--- src/rtl/pipelined_adder.sv ---
// pipelined_adder: N-bit adder split into STAGES carry-rippled segments of
// W = N/STAGES bits, with valid/ready flow control and a registered output rank.
// A set accepted on edge t is presented on the outputs after edge t+STAGES.
// Optional feature macro: PIPELINED_ADDER_SUB_EN adds the i_sub port
// (i_sub=1 computes i_a + ~i_b + i_carry_in).
// N must be an integer multiple of STAGES.

module pipelined_adder #(
    parameter int N      = 64,
    parameter int STAGES = 4
) (
    input  logic         i_clk,
    input  logic         i_rst,
    input  logic         i_valid,
    output logic         o_ready,
    input  logic [N-1:0] i_a,
    input  logic [N-1:0] i_b,
    input  logic         i_carry_in,
`ifdef PIPELINED_ADDER_SUB_EN
    input  logic         i_sub,
`endif
    output logic         o_valid,
    input  logic         i_ready,
    output logic [N-1:0] o_c,
    output logic         o_carry_out
);

    localparam int W = N / STAGES;

    logic         adv_s;
    logic [N-1:0] b_in_s;
    logic         o_valid_q;
    logic [N-1:0] o_c_q;
    logic         o_carry_out_q;

    // The whole pipe moves together unless a finished result is being held.
    assign adv_s   = !o_valid_q || i_ready;
    assign o_ready = adv_s;

    // Subtraction only inverts the second operand; the caller supplies the +1
    // through i_carry_in. The effective operand travels with its set.
`ifdef PIPELINED_ADDER_SUB_EN
    assign b_in_s = i_sub ? ~i_b : i_b;
`else
    assign b_in_s = i_b;
`endif

    for (genvar k = 0; k < STAGES; k++) begin : g_stage
        logic [W-1:0]         a_seg_s;
        logic [W-1:0]         b_seg_s;
        logic                 c_in_s;
        logic                 v_in_s;
        logic [W:0]           seg_s;
        logic [(k+1)*W-1:0]   s_d;
        logic [(k+1)*W-1:0]   s_q;
        logic                 c_q;
        logic                 v_q;

        if (k == 0) begin : g_head
            assign a_seg_s = i_a[W-1:0];
            assign b_seg_s = b_in_s[W-1:0];
            assign c_in_s  = i_carry_in;
            assign v_in_s  = i_valid;
            assign s_d     = seg_s[W-1:0];
        end else begin : g_body
            // Lowest bits of the forwarded operands are this stage's segment.
            assign a_seg_s = g_stage[k-1].g_fwd.a_q[W-1:0];
            assign b_seg_s = g_stage[k-1].g_fwd.b_q[W-1:0];
            assign c_in_s  = g_stage[k-1].c_q;
            assign v_in_s  = g_stage[k-1].v_q;
            assign s_d     = {seg_s[W-1:0], g_stage[k-1].s_q};
        end

        assign seg_s = {1'b0, a_seg_s} + {1'b0, b_seg_s} + {{W{1'b0}}, c_in_s};

        // Stage register: partial sum, segment carry and valid bit move on advance.
        always_ff @(posedge i_clk or posedge i_rst) begin
            if (i_rst) begin
                v_q <= 1'b0;
                c_q <= 1'b0;
                s_q <= '0;
            end else if (adv_s) begin
                v_q <= v_in_s;
                c_q <= seg_s[W];
                s_q <= s_d;
            end else begin
                v_q <= v_q;
                c_q <= c_q;
                s_q <= s_q;
            end
        end

        // Only operand bits not yet added are carried into later stages.
        if (k < STAGES - 1) begin : g_fwd
            localparam int R = N - (k + 1) * W;
            logic [R-1:0] a_d;
            logic [R-1:0] b_d;
            logic [R-1:0] a_q;
            logic [R-1:0] b_q;

            if (k == 0) begin : g_from_port
                assign a_d = i_a[N-1:W];
                assign b_d = b_in_s[N-1:W];
            end else begin : g_from_prev
                assign a_d = g_stage[k-1].g_fwd.a_q[N-k*W-1:W];
                assign b_d = g_stage[k-1].g_fwd.b_q[N-k*W-1:W];
            end

            // Remaining-operand register, frozen with the rest of the pipe.
            always_ff @(posedge i_clk or posedge i_rst) begin
                if (i_rst) begin
                    a_q <= '0;
                    b_q <= '0;
                end else if (adv_s) begin
                    a_q <= a_d;
                    b_q <= b_d;
                end else begin
                    a_q <= a_q;
                    b_q <= b_q;
                end
            end
        end
    end

    // Output rank: presents the completed sum and holds it while downstream stalls.
    always_ff @(posedge i_clk or posedge i_rst) begin
        if (i_rst) begin
            o_valid_q     <= 1'b0;
            o_c_q         <= '0;
            o_carry_out_q <= 1'b0;
        end else if (adv_s) begin
            o_valid_q     <= g_stage[STAGES-1].v_q;
            o_c_q         <= g_stage[STAGES-1].s_q;
            o_carry_out_q <= g_stage[STAGES-1].c_q;
        end else begin
            o_valid_q     <= o_valid_q;
            o_c_q         <= o_c_q;
            o_carry_out_q <= o_carry_out_q;
        end
    end

    assign o_valid     = o_valid_q;
    assign o_c         = o_c_q;
    assign o_carry_out = o_carry_out_q;

endmodule
--- config.mk ---
export PLATFORM = sky130hd
export DESIGN_NAME = pipelined_adder
export DESIGN_NICKNAME = d
export VERILOG_FILES = /design/src/rtl/pipelined_adder.sv
export SDC_FILE = /design/constraint.sdc
export NUM_CORES = 1
export LEC_CHECK = 0
export CORE_ASPECT_RATIO = 1.2
export CORE_MARGIN = 4
export CORE_UTILIZATION = 57
export CTS_CLUSTER_SIZE = 20
export DETAILED_ROUTE_END_ITERATION = 7
export HOLD_SLACK_MARGIN = 0.05
export PLACE_DENSITY = 0.91
export SLEW_MARGIN = 20
export SYNTH_ARGS = -nofsm -noshare
export SYNTH_HDL_FRONTEND = slang
export SYNTH_SLANG_ARGS = --single-unit
--- constraint.sdc ---
create_clock -name i_clk -period 17.9 [get_ports i_clk]
set_clock_uncertainty 0.15 [all_clocks]
set_input_delay 1.79 -clock i_clk [delete_from_list [all_inputs] [get_ports i_clk]]
set_output_delay 1.79 -clock i_clk [all_outputs]
set_load 0.02 [all_outputs]
==> impl_metrics.json, run 1 <==
{
  "syn_nets": 2276,
  "max-vdd-ir-drop_uv": 90.55,
  "criticalPathCategory": "in2out",
  "nets": 2431,
  "cts.sinks": 426,
  "yosysMostFrequentCell": "nand2_1",
  "die_h_um": 204.7,
  "dieArea_um2": 35190,
  "grtUsageTotal_pct": 22.34,
  "ys_top_cells_by_count": "1140 x nand2_1, 426 x dfrtp_1, 87 x clkbuf_1, 70 x a21oi_1, 60 x ha_1",
  "power_leakage_nw": 11.31,
  "io_pins": 200,
  "first_pass_iters": 5,
  "tightest_slew_ps": 1064,
  "synth.ff_latch_count": 426,
  "cp_top_family": "buffers and inverters",
  "ys_types": 54,
  "tns_ps": 0,
  "syn-cell-area_um2": 18380,
  "drtAntennaViolNets": 0,
  "crit_arrival_ps": 4090,
  "die_w_um": 171.9,
  "drv_cap": 0,
  "setup_violations": 0,
  "clkTransAtPathRegs_ps": 60,
  "final_cell_area_um2": 22050,
  "yosysTopAreaCell": "dfrtp_1",
  "drt_iter0_drc": 1203,
  "avgSynthCellArea_um2": 8.857,
  "synth_edf_count": 0,
  "relSlewSlack_pct": 29.05,
  "totalWireLength_um": 39580,
  "antenna_found_initial": 1,
  "cp-end-kind": "primary output",
  "powerDensity_nw_per_um2": 186.4,
  "synth_seq_area_share_pct": 58.01,
  "synth_top_area_share_pct": 58.01,
  "max_stage_delay_ps": 670,
  "hold_violations": 0,
  "grt_pass1_wl_um": 65400,
  "ys_warn_count": 0,
  "num_rows": 71,
  "drive_gt1_share_pct": 4.028,
  "core_um2": 31630,
  "syn-instance-count": 2075,
  "cts_buffer_depth": 3,
  "cts_resized": 0,
  "max_freq_mhz": 165.7,
  "period_share_pct": 33.71,
  "gp_congestion": 0.8545,
  "r2r_slack_ps": 14860,
  "crit_buf_inv": 4,
  "synthArstFlopShare_pct": 100.0,
  "port-buffer-count": 199,
  "synth-main-ff-cell": "dfrtp_1",
  "grt_max_degree": 251,
  "tritoncts": "built",
  "cts_max_level": 2,
  "grt.overflow.total": 0,
  "drc": 0,
  "dpl_cell_area_um2": 20610,
  "critical-path-slowest-cell": "clkdlybuf4s50_1",
  "viasPerCell": 5.339,
  "crit_chain": "clkdlybuf4s50_1, nor2b_4, buf_4, inv_8, clkdlybuf4s50_1",
  "numCtsBuffers": 41,
  "insertion_delay_ps": 530,
  "dr_total_vias": 14210,
  "crit_path_start_kind": "input pin",
  "cp_common_cell": "clkdlybuf4s50_1",
  "holdWs_ps": 312.1,
  "syn2layout_area_growth_pct": 20.00,
  "min_period_ps": 6034,
  "cts_setup_buffers": 0,
  "wl_per_cell_um": 14.87,
  "yosys-top-cells-area": "dfrtp_1 58%, nand2_1 23%, ha_1 4.1%",
  "hpwlAfterDp_um": 25470,
  "slew_viol_final": 0,
  "cts_root_buf": "clkbuf_16",
  "initial_utilization_pct": 58.11,
  "fill_cells": 2225,
  "cts_hold_repair.buffers": 0,
  "status": "finished, final reports clean",
  "grt_pass1_vias": 13970,
  "worstPathMaxFanout": 135,
  "holdCritPathClass": "reg2reg",
  "critPathRequiredTime_ps": 15960,
  "rsz0062_at_grt": "no"
}
==> cells in the final DEF (no fill, tap or decap), types with 3 or more instances in the layout <==
cell	Yosys	routed
a211oi_1	7	7
fa_1	8	8
xor2_1	26	26
nor3b_1	3	3
a31oi_1	4	4
o21a_1	5	5
a21o_1	26	26
clkbuf_8	0	9
nand4_1	6	6
dfrtp_1	426	426
nor2b_1	4	3
inv_1	9	7
o21bai_1	6	6
ha_1	60	60
nand2b_1	5	5
a221oi_1	3	3
clkinvlp_4	0	3
a21oi_1	70	70
clkdlybuf4s50_1	0	199
o31ai_1	4	4
xnor2_1	25	25
clkbuf_1	87	6
and3_1	4	4
bufinv_16	0	5
nand3_1	7	7
clkbuf_16	0	43
and2_1	3	3
buf_4	0	7
nor2_1	49	49
nand2_1	1140	1140
o21ai_0	43	43
clkinv_2	0	4
==> power by group <==
part,internal (mW),switching (mW)
Combinational,0.631,0.926
Clock,0.549,0.363
Sequential,1.39,0.250
==> layout make-up <==
cell class	instances	area [um2]	share of cell area, %
tap	401	501.7	2.275
inverter	9	48.80	0.2213
clock buffer	58	1222	5.543
timing repair buffer	209	2087	9.463
multi-input combinational	1543	7321	33.20
antenna	1	2.502	0.01135
sequential	426	10660	48.34
clock inverter	14	210.2	0.9531
==> path summary, 6_finish.rpt <==
check,cells past startpoint,endpoint,from
worst min-delay path,2,o_c[54],o_c[54]
worst max register to register,7,g_stage[0].s_q[15],o_valid
min in group asynchronous,2,g_stage[3].s_q[0],i_rst
worst max-delay path,5,o_ready,i_ready
max in group asynchronous,4,g_stage[0].g_fwd.b_q[22],i_rst
worst min register to register,2,o_c[54],o_c[54]
==> worst reg2reg max path: cells and delay by family, from the launching register on <==
| kind | cells | cell delay [ps] |
|---|---|---|
| muxes | 1 | 100 |
| DFF | 1 | 380 |
| and+or+nand+nor | 2 | 280 |
| AOI/OAI and AO/OA | 1 | 110 |
| buffers and inverters | 3 | 1900 |
==> registers in the layout (all words and copies together), names as in the netlist <==
register,flops
g_stage.v_q,4
g_stage.g_fwd.b_q,96
g_stage.c_q,4
o_carry_out,1
o_c,64
o_valid,1
g_stage.g_fwd.a_q,96
g_stage.s_q,160
==> metrics by stage <==
step | setup WS [ps] | cells | util, % | power (mW)
after global placement | 11920 | 2588 | 65.17 | 3.070
after CTS | 11900 | 2660 | 69.70 | 4.128
after floorplan | 4098 | 2075 | - | 2.694
after global routing | 11740 | 2661 | 69.73 | 4.406
final | 11870 | 2661 | 69.73 | 4.111
after detailed placement | 11890 | 2588 | 65.17 | 3.177
==> metal layers <==
layer	share of wire, %	GRT usage (%)	routed length, um
met1	41	29.20	16130
met2	50	37.65	19920
met3	4.8	3.069	1888
met4	4.1	9.323	1635
met5	0	0	0
==> cells by family after synthesis <==
logic type | count (synthesis) | share of synthesized area (%)
AO/OA/AOI/OAI | 193 | 6.652
XOR/XNOR | 51 | 2.431
adder cells (fa/ha/maj) | 68 | 4.956
buffers and inverters | 106 | 2.199
flip-flops | 426 | 58.01
multiplexers | 2 | 0.1089
AND/OR/NAND/NOR | 1229 | 25.65
Note: power is estimated with default switching activity, not from simulation.
==> inputs of run 2 (changes only) <==
clock period = 5.6 ns   (was 17.9 ns; I/O delays follow)
==> impl_metrics.json, run 2 (synthesis gave the netlist of run 1 again) <==
{
  "status": "finished, final reports clean",
  "grt_pass1_wl_um": 65450,
  "drv_cap": 0,
  "dp_cells": 2591,
  "cts.sinks": 426,
  "layout.cells.non_filler": 2663,
  "grt.overflow.total": 0,
  "clkTransAtPathRegs_ps": 60,
  "drtAntennaViolNets": 0,
  "port-buffer-count": 199,
  "viasPerCell": 5.336,
  "cp-end-kind": "flip-flop",
  "core_um2": 31630,
  "cts_resized": 0,
  "cts_buffer_depth": 3,
  "cts_max_level": 2,
  "diodes": 0,
  "critPathRequiredTime_ps": 5860,
  "mostFrequentLayoutCells": "1140 x nand2_1, 426 x dfrtp_1, 199 x clkdlybuf4s50_1, 70 x a21oi_1, 60 x ha_1",
  "cts_hold_repair.buffers": 0,
  "power_leakage_nw": 11.31,
  "layout_commonest_cell": "nand2_1",
  "crit_arrival_ps": 3380,
  "antenna_found_initial": 0,
  "grt_max_degree": 252,
  "largest_reg_flops": 160,
  "cts_root_buf": "clkbuf_16",
  "max_freq_mhz": 320.0,
  "drive_gt1_share_pct": 4.067,
  "hold_violations": 0,
  "die_h_um": 204.7,
  "min_period_ps": 3125,
  "grt_pass1_vias": 14010,
  "setup_violations": 0,
  "relSlewSlack_pct": 32.77,
  "top_layer_used": "met4",
  "wirelength_met1_um": 15980,
  "powerDensity_nw_per_um2": 590.2,
  "dr_total_vias": 14210,
  "die_w_um": 171.9,
  "drt_iter0_drc": 1297,
  "criticalPathCategory": "in2reg",
  "holdCritPathClass": "reg2reg",
  "tns_ps": 0,
  "period_share_pct": 55.80,
  "holdWs_ps": 308.7,
  "nets": 2434,
  "r2r_slack_ps": 2610,
  "max-vdd-ir-drop_uv": 329.5,
  "met3_length_um": 1931,
  "initial_utilization_pct": 58.11,
  "hpwlAfterDp_um": 25720,
  "io_pins": 200,
  "wl_met2_um": 19510,
  "totalWireLength_um": 38950,
  "worstPathMaxFanout": 3,
  "tritoncts": "built",
  "drc": 0,
  "syn2layout_area_growth_pct": 19.94,
  "cts_setup_buffers": 0,
  "grtUsageTotal_pct": 22.26,
  "gp_congestion": 0.8755,
  "regMostFlops": "g_stage.s_q",
  "tightest_slew_ps": 1008,
  "first_pass_iters": 5,
  "insertion_delay_ps": 540,
  "num_rows": 71,
  "crit_path_start_kind": "input pin",
  "wl_per_cell_um": 14.63,
  "fill_cells": 2248,
  "rsz0062_at_grt": "no",
  "slew_viol_final": 0,
  "numCtsBuffers": 41,
  "dieArea_um2": 35190,
  "top_regs": "g_stage.s_q x160, g_stage.g_fwd.a_q x96, g_stage.g_fwd.b_q x96"
}
## run 2: cell count changes in the layout (fill, tap and decap cells not counted), moves of 2 or more
cell | previous run | this run
buf_12 | 1 | 4
buf_4 | 7 | 9
buf_6 | 2 | 0
clkbuf_1 | 6 | 8
clkbuf_16 | 43 | 41
clkbuf_8 | 9 | 7
clkinv_2 | 4 | 6
## run 2: metal layers
| metal | vias to the layer above | GRT usage, % |
|---|---|---|
| met5 | - | 0 |
| met4 | 0 | 8.481 |
| met3 | 107 | 3.687 |
| met2 | 376 | 37.77 |
| met1 | 6853 | 28.81 |
| li1 | 6875 | - |
## run 2: path summary, 6_finish.rpt
| check | from | to | depth (start not counted) |
|---|---|---|---|
| worst max-delay path | i_a[0] | g_stage[0].c_q | 10 |
| worst min-delay path | g_stage[3].v_q | g_stage[3].v_q | 2 |
| worst max register to register | g_stage[0].c_q | g_stage[1].s_q[28] | 9 |
| worst min register to register | g_stage[3].v_q | g_stage[3].v_q | 2 |
| max in group asynchronous | i_rst | g_stage[1].g_fwd.b_q[26] | 3 |
| min in group asynchronous | i_rst | g_stage[0].s_q[0] | 2 |
## run 2: critical path, stage by stage
cell             delay (ps)
clkdlybuf4s50_1         440
fa_1                    470
fa_1                    420
a21o_1                  220
a221oi_2                330
a21oi_2                 140
a21boi_2                240
o21ai_2                 100
a2111oi_2               350
nor3_1                  100
## run 2: where the power goes
group	leakage (nW)	internal [mW]	switching [mW]
Clock	0.677	1.68	1.14
Sequential	5.14	4.45	0.779
Combinational	5.49	2.01	2.94
## run 2: cell type report
type	instances	area (um2)	share of cell area [%]
Clock inverter	16	222.7	1.010
Sequential cell	426	10660	48.36
Timing Repair Buffer	212	2140	9.707
Inverter	9	45.04	0.2043
Tap cell	401	501.7	2.276
Multi-Input combinational cell	1543	7321	33.21
Clock buffer	56	1152	5.228
## run 2: through the flow
| step | cell area (um2) | setup slack [ps] | total power [mW] | utilization (%) |
|---|---|---|---|---|
| after floorplan | 18380 | -859.4 | 8.614 | - |
| after global placement | 20670 | 2001 | 9.831 | 65.35 |
| after detailed placement | 20670 | 1914 | 10.16 | 65.35 |
| after CTS | 22040 | 2475 | 13.08 | 69.70 |
| after global routing | 22040 | 2375 | 13.99 | 69.70 |
| final | 22040 | 2475 | 13.01 | 69.70 |
